===== src/rtl/vga_fb_pkg.sv =====
// Shared constants and types for the VGA frame-buffer arbiter.
package vga_fb_pkg;

   localparam int unsigned H_ACT       = 640;
   localparam int unsigned V_ACT       = 480;
   localparam int unsigned FRAME_WORDS = H_ACT * V_ACT;

   // vga_ctrl drives this on pix_x / pix_y outside the active area
   localparam logic [9:0] PIX_INVALID = 10'h3FF;

   // RGB565 colours
   localparam logic [15:0] RGB_BLACK = 16'h0000;
   localparam logic [15:0] RGB_RED   = 16'hF800;
   localparam logic [15:0] RGB_WHITE = 16'hFFFF;

   // Memory-side access state: at most one SRAM access outstanding
   typedef enum logic [1:0] {
      StIdle = 2'd0,
      StRd   = 2'd1,
      StWr   = 2'd2
   } fb_state_e;

endpackage


===== src/rtl/fb_line_fifo.sv =====
// Synchronous show-ahead FIFO used to prefetch display words.
module fb_line_fifo #(
   parameter int unsigned DEPTH = 16,
   parameter int unsigned WIDTH = 16,
   localparam int unsigned PtrW = $clog2(DEPTH),
   localparam int unsigned CntW = PtrW + 1
) (
   input  logic             clk_i,
   input  logic             rst_ni,
   input  logic             flush_i,
   input  logic             push_i,
   input  logic [WIDTH-1:0] wdata_i,
   input  logic             pop_i,
   output logic [WIDTH-1:0] rdata_o,
   output logic [CntW-1:0]  count_o,
   output logic             empty_o,
   output logic             full_o
);

   localparam logic [CntW-1:0] DepthC = CntW'(DEPTH);

   logic [WIDTH-1:0] mem_q [DEPTH];
   logic [PtrW-1:0]  wr_ptr_q, wr_ptr_d;
   logic [PtrW-1:0]  rd_ptr_q, rd_ptr_d;
   logic [CntW-1:0]  count_q, count_d;
   logic             do_push, do_pop;

   assign empty_o = (count_q == '0);
   assign full_o  = (count_q == DepthC);
   assign count_o = count_q;
   assign rdata_o = mem_q[rd_ptr_q];

   // A pop on empty is ignored; a push on full only lands if a pop frees a slot
   assign do_pop  = pop_i && !empty_o && !flush_i;
   assign do_push = push_i && !flush_i && (!full_o || do_pop);

   // Pointer and occupancy next-state; flush wins over push/pop
   always_comb begin
      wr_ptr_d = wr_ptr_q;
      rd_ptr_d = rd_ptr_q;
      count_d  = count_q;
      if (flush_i) begin
         wr_ptr_d = '0;
         rd_ptr_d = '0;
         count_d  = '0;
      end else begin
         if (do_push) wr_ptr_d = wr_ptr_q + PtrW'(1);
         if (do_pop)  rd_ptr_d = rd_ptr_q + PtrW'(1);
         case ({do_push, do_pop})
            2'b10:   count_d = count_q + CntW'(1);
            2'b01:   count_d = count_q - CntW'(1);
            default: count_d = count_q;
         endcase
      end
   end

   // Pointer and occupancy registers
   always_ff @(posedge clk_i or negedge rst_ni) begin
      if (!rst_ni) begin
         wr_ptr_q <= '0;
         rd_ptr_q <= '0;
         count_q  <= '0;
      end else begin
         wr_ptr_q <= wr_ptr_d;
         rd_ptr_q <= rd_ptr_d;
         count_q  <= count_d;
      end
   end

   // Storage array, no reset needed: occupancy guards every read
   always_ff @(posedge clk_i) begin
      if (do_push) mem_q[wr_ptr_q] <= wdata_i;
   end

endmodule


===== src/rtl/vga_fb_arbiter.sv =====
// Shares a single-port frame-buffer SRAM between display prefetch and one pixel writer.
module vga_fb_arbiter
   import vga_fb_pkg::*;
#(
   parameter int unsigned H_ACT          = vga_fb_pkg::H_ACT,
   parameter int unsigned V_ACT          = vga_fb_pkg::V_ACT,
   parameter int unsigned ADDR_W         = 19,
   parameter int unsigned FIFO_DEPTH     = 16,
   parameter int unsigned LOW_WM         = 4,
   parameter logic [15:0] UNDERRUN_COLOR = vga_fb_pkg::RGB_RED
) (
   input  logic              vga_clk,
   input  logic              sys_rst_n,
   input  logic [9:0]        pix_x,
   input  logic [9:0]        pix_y,
   output logic [15:0]       pix_data,
   output logic              underrun,
   input  logic              wr_req,
   input  logic [ADDR_W-1:0] wr_addr,
   input  logic [15:0]       wr_data,
   output logic              wr_ack,
   output logic              mem_req,
   output logic              mem_we,
   output logic [ADDR_W-1:0] mem_addr,
   output logic [15:0]       mem_wdata,
   input  logic [15:0]       mem_rdata,
   input  logic              mem_ack
);

   localparam int unsigned CntW = $clog2(FIFO_DEPTH) + 1;
   localparam logic [ADDR_W-1:0] FrameWordsC = ADDR_W'(H_ACT * V_ACT);
   localparam logic [CntW-1:0]   LowWmC      = CntW'(LOW_WM);

   fb_state_e         state_q, state_d;
   logic              mem_req_q, mem_req_d;
   logic              mem_we_q, mem_we_d;
   logic [ADDR_W-1:0] mem_addr_q, mem_addr_d;
   logic [15:0]       mem_wdata_q, mem_wdata_d;
   logic              wr_ack_q, wr_ack_d;
   logic [ADDR_W-1:0] fetch_addr_q, fetch_addr_d;
   logic              drop_q, drop_d;
   logic              underrun_q, underrun_d;
   logic [15:0]       pix_data_q, pix_data_d;
   logic              y_valid_q, y_valid_d;

   logic              active, vblank_start;
   logic              rd_ok, wr_ok;
   logic              fifo_push;
   logic [15:0]       fifo_rdata;
   logic [CntW-1:0]   fifo_count;
   logic              fifo_empty, fifo_full;

   assign y_valid_d    = (pix_y != PIX_INVALID);
   assign active       = (pix_x != PIX_INVALID) && y_valid_d;
   assign vblank_start = !y_valid_d && y_valid_q;

   // No read issues on the vblank edge: fetch_addr_q is still last frame's pointer
   assign rd_ok = (fetch_addr_q < FrameWordsC) && !fifo_full && !vblank_start;
   // During the wr_ack cycle wr_req still belongs to the write that just finished
   assign wr_ok = wr_req && !wr_ack_q;

   // A read completing on the vblank edge is discarded along with the flushed FIFO
   assign fifo_push = (state_q == StRd) && mem_ack && !drop_q && !vblank_start;

   fb_line_fifo #(
      .DEPTH (FIFO_DEPTH),
      .WIDTH (16)
   ) u_fifo (
      .clk_i   (vga_clk),
      .rst_ni  (sys_rst_n),
      .flush_i (vblank_start),
      .push_i  (fifo_push),
      .wdata_i (mem_rdata),
      .pop_i   (active),
      .rdata_o (fifo_rdata),
      .count_o (fifo_count),
      .empty_o (fifo_empty),
      .full_o  (fifo_full)
   );

   // Arbitration FSM, fetch pointer and drop flag next-state
   always_comb begin
      state_d      = state_q;
      mem_req_d    = mem_req_q;
      mem_we_d     = mem_we_q;
      mem_addr_d   = mem_addr_q;
      mem_wdata_d  = mem_wdata_q;
      wr_ack_d     = 1'b0;
      fetch_addr_d = fetch_addr_q;
      drop_d       = drop_q;

      unique case (state_q)
         StIdle: begin
            if (rd_ok && ((fifo_count < LowWmC) || !wr_ok)) begin
               mem_req_d  = 1'b1;
               mem_we_d   = 1'b0;
               mem_addr_d = fetch_addr_q;
               state_d    = StRd;
            end else if (wr_ok) begin
               mem_req_d   = 1'b1;
               mem_we_d    = 1'b1;
               mem_addr_d  = wr_addr;
               mem_wdata_d = wr_data;
               state_d     = StWr;
            end
         end
         StRd: begin
            if (mem_ack) begin
               mem_req_d = 1'b0;
               state_d   = StIdle;
               if (drop_q) drop_d = 1'b0;
               else        fetch_addr_d = fetch_addr_q + ADDR_W'(1);
            end
         end
         StWr: begin
            if (mem_ack) begin
               mem_req_d = 1'b0;
               wr_ack_d  = 1'b1;
               state_d   = StIdle;
            end
         end
         default: state_d = StIdle;
      endcase

      // New frame: restart the fetch and orphan any read still in flight
      if (vblank_start) begin
         fetch_addr_d = '0;
         if ((state_q == StRd) && !mem_ack) drop_d = 1'b1;
      end
   end

   // Pixel output and sticky underrun flag next-state
   always_comb begin
      pix_data_d = RGB_BLACK;
      underrun_d = underrun_q;
      if (active) begin
         pix_data_d = fifo_empty ? UNDERRUN_COLOR : fifo_rdata;
         if (fifo_empty) underrun_d = 1'b1;
      end
      if (vblank_start) underrun_d = 1'b0;
   end

   // All block state, including the registered SRAM and display outputs
   always_ff @(posedge vga_clk or negedge sys_rst_n) begin
      if (!sys_rst_n) begin
         state_q      <= StIdle;
         mem_req_q    <= 1'b0;
         mem_we_q     <= 1'b0;
         mem_addr_q   <= '0;
         mem_wdata_q  <= '0;
         wr_ack_q     <= 1'b0;
         fetch_addr_q <= '0;
         drop_q       <= 1'b0;
         underrun_q   <= 1'b0;
         pix_data_q   <= '0;
         y_valid_q    <= 1'b0;
      end else begin
         state_q      <= state_d;
         mem_req_q    <= mem_req_d;
         mem_we_q     <= mem_we_d;
         mem_addr_q   <= mem_addr_d;
         mem_wdata_q  <= mem_wdata_d;
         wr_ack_q     <= wr_ack_d;
         fetch_addr_q <= fetch_addr_d;
         drop_q       <= drop_d;
         underrun_q   <= underrun_d;
         pix_data_q   <= pix_data_d;
         y_valid_q    <= y_valid_d;
      end
   end

   assign mem_req   = mem_req_q;
   assign mem_we    = mem_we_q;
   assign mem_addr  = mem_addr_q;
   assign mem_wdata = mem_wdata_q;
   assign wr_ack    = wr_ack_q;
   assign underrun  = underrun_q;
   assign pix_data  = pix_data_q;

endmodule


===== config.mk =====
export PLATFORM = sky130hd
export DESIGN_NAME = vga_fb_arbiter
export DESIGN_NICKNAME = d
export VERILOG_FILES = /design/src/rtl/vga_fb_pkg.sv /design/src/rtl/fb_line_fifo.sv /design/src/rtl/vga_fb_arbiter.sv
export SDC_FILE = /design/constraint.sdc
export NUM_CORES = 1
export LEC_CHECK = 0
export CAP_MARGIN = 15
export CORE_ASPECT_RATIO = 1.2
export CORE_MARGIN = 2
export CORE_UTILIZATION = 52
export CTS_CLUSTER_DIAMETER = 200
export CTS_CLUSTER_SIZE = 24
export DETAILED_ROUTE_END_ITERATION = 16
export PLACE_DENSITY = 0.76
export SLEW_MARGIN = 0
export SYNTH_ARGS = -nofsm -noshare
export SYNTH_HDL_FRONTEND = slang
export SYNTH_SLANG_ARGS = --single-unit

===== constraint.sdc =====
create_clock -name vga_clk -period 3 [get_ports vga_clk]
set_input_delay 0.6 -clock vga_clk [delete_from_list [all_inputs] [get_ports vga_clk]]
set_output_delay 0.6 -clock vga_clk [all_outputs]
set_load 0.05 [all_outputs]

# Word-level counts from Yosys, hierarchy flattened
# Memory sizes are Yosys's and may differ from the RTL's.
# Cells that the tools add are included.
[word_totals]
out_inout_bits = 55
n_memories = 1
in_bits = 75
register_bits = 91
mem_bits_rw = 256
wordCells = 109
[op_classes]
bitwise = 1
n_mux = 34
magnitude_cmp = 2
eq_ne = 10
n_addsub = 5
n_reduce_logical = 42
[memory_table]
columns = ["name", "depth", "width", "rd", "rd_clocked_by_memory_dff", "wr", "line_no", "text"]
rows = [
  ["u_fifo.mem_q", 16, 16, 1, 0, 1, "fb_line_fifo.sv:22", "logic [WIDTH-1:0] mem_q [DEPTH];"],
]
[op_table]
columns = ["cell", "n"]
rows = [
  ["19-bit two-way mux", 6],
  ["16-bit two-way mux", 2],
  ["10-bit != test, second input constant", 2],
  ["19-bit by 1-bit adder with 19-bit output, second input constant", 1],
  ["19-bit < comparator, second input constant", 1],
  ["4-bit two-way mux", 4],
  ["2-bit nonzero test", 8],
  ["1-bit two-way mux", 15],
  ["1-bit logical AND", 14],
  ["5-bit case mux with 2 select lines", 1],
  ["3-bit AND reduction", 3],
  ["4-bit by 1-bit adder with 4-bit output, second input constant", 2],
  ["1-bit zero test", 8],
  ["2-bit two-way mux", 3],
  ["2-bit AND reduction", 3],
  ["5-bit by 1-bit adder with 5-bit output, second input constant", 1],
  ["5-bit == test, second input constant", 1],
  ["5-bit zero test", 1],
  ["5-bit by 3-bit < comparator with 1-bit output, second input constant", 1],
  ["5-bit two-way mux", 1],
  ["5-bit by 1-bit subtractor with 5-bit output, second input constant", 1],
  ["2-bit by 1-bit == test with 1-bit output, second input constant", 2],
  ["2-bit == test, second input constant", 2],
  ["2-bit by 1-bit != test with 1-bit output, second input constant", 2],
  ["8 further kinds", 9],
]

# Depth between registers and ports, before layout
[logic_depth]
ltp_word = 10
depth_mapped = 12
ltp_nobuf = 11

# By module
# Synthesis repeated with hierarchy kept, for this count alone.
[unflattened]
cells_unflattened = 916
hier_area_um2 = 14380.0
[by_module_without_submodules]
columns = ["mod", "seq_area_each_um2", "instances", "area_each_um2", "cells_each"]
rows = [
  ["fb_line_fifo", 8012.7, 1, 10722.8, 578],
  ["vga_fb_arbiter", 1951.9, 1, 3657.3, 338],
]

# Worst setup path before layout
# Ideal clock, no wire load.
[synth_timing]
path_kind = "in2reg"
start = "input pix_y[1]"
end = "register u_fifo.count_q[3], in the netlist u_fifo.count_o[3]"
cell_stages = 12
n_path_buf = 1
path_slack_ns = -0.120
arrival_time_ns = 3.055
t_required_ns = 2.935
setup_time_ns = 0.065
path_cell_list = "nand4_1 > nor3_1 > nor3_1 > clkbuf_1 > nand2_1 > inv_1 > ha_1 > a21oi_1 > a21oi_1 > or4_1 > o32a_1 > nand2_1"
[synth_via]
elab_chain_len = 10
word_cells_on_any_way = 16
cone_classes = "3 x eq/ne; 2 x mux; 11 x reduce/logical"
[synth_lines]
columns = ["item", "line_no", "text"]
rows = [
  ["from (decl)", "vga_fb_arbiter.sv:15", "input logic [9:0] pix_y,"],
  ["10-bit != test *", "vga_fb_arbiter.sv:53", "assign y_valid_d = (pix_y != PIX_INVALID);"],
  ["1-bit zero test", "vga_fb_arbiter.sv:55", "assign vblank_start = !y_valid_d && y_valid_q;"],
  ["1-bit logical AND", "vga_fb_arbiter.sv:55", ""],
  ["1-bit zero test", "fb_line_fifo.sv:34, fb_line_fifo.sv:35, vga_fb_arbiter.sv:63", ""],
  ["1-bit logical AND, on equally long branches", "vga_fb_arbiter.sv:63, fb_line_fifo.sv:34", ""],
  ["1-bit logical AND or 1-bit logical OR (tied branches)", "fb_line_fifo.sv:35", "assign do_push = push_i && !flush_i && (!full_o || do_pop);"],
  ["1-bit logical AND", "fb_line_fifo.sv:35", ""],
  ["2-bit by 1-bit == test with 1-bit output or 2-bit == test (tied branches)", "fb_line_fifo.sv:49", "case ({do_push, do_pop})"],
  ["5-bit case mux with 2 select lines", "fb_line_fifo.sv:49", ""],
  ["5-bit two-way mux", "fb_line_fifo.sv:42", "if (flush_i) begin"],
  ["to (signal assigned)", "fb_line_fifo.sv:66", "count_q <= count_d;"],
  ["to (decl)", "fb_line_fifo.sv:25", "logic [CntW-1:0] count_q, count_d;"],
]
# Mark *: on every way between the ends. The rest lies on a longest branch, timed or not.
# A chain may end at the register's enable or synchronous reset.

# Worst setup path in the final report
[layout_timing]
start = "register u_fifo.count_q[0], in the netlist u_fifo.count_o[0]"
end = "register u_fifo.count_q[3], in the netlist u_fifo.count_o[3]"
[layout_via]
elab_chain_len = 9
word_cells_on_any_way = 15
cone_classes = "2 x add/sub; 3 x eq/ne; 2 x mux; 8 x reduce/logical"
[layout_lines]
columns = ["item", "line_no", "text"]
rows = [
  ["5-bit zero test", "fb_line_fifo.sv:28", "assign empty_o = (count_q == '0);"],
  ["1-bit zero test", "fb_line_fifo.sv:34", "assign do_pop = pop_i && !empty_o && !flush_i;"],
  ["1-bit logical AND (2 in series)", "fb_line_fifo.sv:34", ""],
  ["1-bit logical OR", "fb_line_fifo.sv:35", ""],
  ["1-bit logical AND", "fb_line_fifo.sv:35", ""],
  ["2-bit by 1-bit == test with 1-bit output or 2-bit == test (tied branches)", "fb_line_fifo.sv:49", ""],
  ["5-bit case mux with 2 select lines", "fb_line_fifo.sv:49", ""],
  ["5-bit two-way mux", "fb_line_fifo.sv:42", ""],
]
# Parallel ways exist; a longest one is shown, timed or not.

==> qor.yml <==
cts_resized: 0
endpoint_kind: "flip-flop"
clock-root-buffer: "clkbuf_16"
port_buffers: 129
final_nets: 1095
drv_cap: 0
yosysMostFrequentCell: "edfxtp_1"
synthArstFlopShare_pct: 26.22
timing.rr.end: "u_fifo.count_o[3]"
synth_ff_type: "edfxtp_1"
pin_count: 130
slew_headroom_pct: 53.19
setup_slack_ps: 300.6
crit_type: "reg2reg"
dp_cells: 1327
p_comb_share_pct: 40.5
synthTopCellsByCount: "edfxtp_1, dfrtp_1, mux4_2"
vdd_ir_drop_max_uv: 543.5
skew_ps: 21.04
synth.top_cell.area_share_pct: 54.21
die_area_mm2: 0.02861
worst_setup_path_start_kind: "flip-flop"
hold_viol: 0
tns_ps: 0
rrSetupSlack_ps: 300
slew_violations: 0
antenna_found_initial: 0
synth_cell_types: 53
insertion_delay_ps: 530
grt_pass1_wl_mm: 47.05
vias: 8006
fp-row-count: 66
min_path_type: "in2async"
core_area_mm2: 0.02700
synthAdderAreaFrac_pct: 1.200
cts_tree: "done"
post-place-ws_ps: -97.29
ys_warn_count: 0
numCtsBuffers: 18
multiInputGateArea_mm2: 0.003995
hold_ws_ps: 43.51
cts_setup_buffers: 0
viasPerCell: 5.891
area_delta_synth_final_pct: 19.43
drtIter0Drc: 627
die_x_um: 154.8
wirelength_mm: 30.03
synthMuxAreaShare_pct: 14.24
power.leakage_uw: 0.006022
htreeDepth: 1
clock_path_buffers: 3
drt-wirelength-per-cell_um: 22.09
firstDrtPassIters: 5
syn_inst: 829
fillers: 1880
yosys.area_share.simple_pct: 8.691
yosysTopAreaCell: "edfxtp_1"
dp_hpwl_mm: 19.77
crit_fanout: 5
fmax_mhz: 370.5
seqPwrFrac_pct: 42.0
min_period_ps: 2699
gr-total-overflow: 0
synthTopCellsByArea: "edfxtp_1, dfrtp_1, mux4_2"
cts_hold_buffers: 0
worstMarginPinSlew_ps: 702.2
start_util_pct: 52.52
crit_arrival_ps: 3170
clock_power_share_pct: 17.5
final_antenna_net_count: 0
regArea_mm2: 0.009970
path_clk_slew_ps: 110
drc_errors: 0
swShare_pct: 35.32
stdcell_count: 1359
grt_pass1_vias: 8284
syn_avg_cell_area_um2: 17.11
syn_area_mm2: 0.01418
period_share_pct: 89.98
finalPower_uw: 15060
rr_startpoint: "u_fifo.count_o[0]"
place.gp.congestion: 0.8139
switching_power_uw: 5321
status: "completed"
syn_nets: 917
grt_setup_unrepaired: "false"
cts_num_sinks: 347
power.internal_uw: 9743
diodes: 0
synth-edff-count: 256
grt.total_usage_pct: 21.41
synth_top_family_by_area: "multiplexers"
synth_compound_area_share_pct: 2.647
power.density_mw_per_mm2: 889.5
critPathRequiredTime_ps: 3470
grt_max_degree: 41
ys_seq_area_share_pct: 70.27
ff2ff_path_depth: 11
synth_seq_cells: 347
final_layout_size_suffix_gt1_share_pct: 20.02
setup_viol: 0
synth-xor-area-share_pct: 1.173
die_y_um: 184.9
==> worst max-delay path by stage <==
stage	cells past startpoint	end	slack, ps	from
6_report	11	u_fifo.count_o[3]	300	u_fifo.count_o[0]
5_1_grt	11	u_fifo.count_o[3]	90	u_fifo.count_o[1]
4_1_cts	11	u_fifo.count_o[3]	310	u_fifo.count_o[1]
3_5_place_dp	12	u_fifo.count_o[3]	-100	pix_y[1]
3_3_place_gp	12	u_fifo.count_o[3]	-40	pix_y[1]
2_1_floorplan	12	u_fifo.count_o[3]	40	u_fifo.count_o[1]
==> flip-flops by register name, indices dropped and copies added, names as in the netlist, named ones only <==
signal	cells
u_fifo.mem_q	256
fetch_addr_q	19
mem_addr	19
mem_wdata	16
pix_data	16
u_fifo.count_o	5
u_fifo.rd_ptr_q	4
u_fifo.wr_ptr_q	4
state_q	2
mem_req	1
mem_we	1
underrun	1
wr_ack	1
y_valid_q	1
==> power groups by stage <==
stage               Combinational, µW  Sequential (µW)  Clock, µW
floorplan                        3170             7320          0
global placement                 6000             6400          0
detailed placement               6120             6430          0
CTS                              6150             6340       2700
global route                     6510             6420       2880
finish                           6090             6330       2640
==> final cells by class <==
| cell class | count | area share, % |
|---|---|---|
| repair buffers | 202 | 11.58 |
| clock inverters | 2 | 0.1921 |
| flip-flops and latches | 347 | 58.87 |
| inverters | 15 | 0.3324 |
| clock buffers | 30 | 2.926 |
| multi-input cells | 423 | 23.59 |
| well taps | 340 | 2.512 |
==> layer usage <==
| layer | GRT usage [%] | vias up | routed length, µm |
|---|---|---|---|
| li1 | - | 3586 | - |
| met1 | 28.09 | 4139 | 12330 |
| met2 | 38.61 | 237 | 15750 |
| met3 | 2.410 | 44 | 1339 |
| met4 | 5.296 | 0 | 604 |
| met5 | 0 | - | 0 |
==> stage by stage <==
step | utilization [%] | instance area, µm²
finish | 62.72 | 16940
global route | 62.72 | 16940
CTS | 62.72 | 16940
detailed placement | 60.76 | 16410
global placement | 60.76 | 16410
floorplan | - | 14200
==> worst max-delay path, cell delays in order (launching register included) <==
cell,delay (ps)
dfrtp_1,460
nor4_2,330
nor2b_1,250
nor3_2,70
nand2_1,90
inv_1,90
ha_1,350
a21oi_1,200
a21oi_1,100
or4_1,470
o32a_1,170
nand2_1,60
==> cells by family after synthesis <==
kind of cell / count (synthesis)
flops: 347
simple gates: 236
mux: 102
buf+inv: 59
compound gates: 53
xor+xnor: 19
fa+ha+maj: 13
==> layout by cell type, fill, tap and decap left out, drive strengths merged, types with 3 or more instances in the layout <==
cell type / count
and2: 25
o31ai: 4
a31oi: 3
clkbuf: 30
nand3: 74
o21ai: 7
inv: 16
mux2: 18
buf: 74
nor2b: 7
nor4: 6
a2111oi: 5
xnor2: 7
ha: 12
o211ai: 4
clkdlybuf4s50: 128
nor2: 30
a21oi: 15
nand2: 44
and4: 4
mux2i: 9
and3: 5
nor3: 9
or4: 3
nand2b: 4
dfrtp: 91
xor2: 12
edfxtp: 256
nand4: 9
or2: 4
mux4: 75
or3: 7
a311oi: 5
No activity file was read; power rests on OpenSTA's default activity.
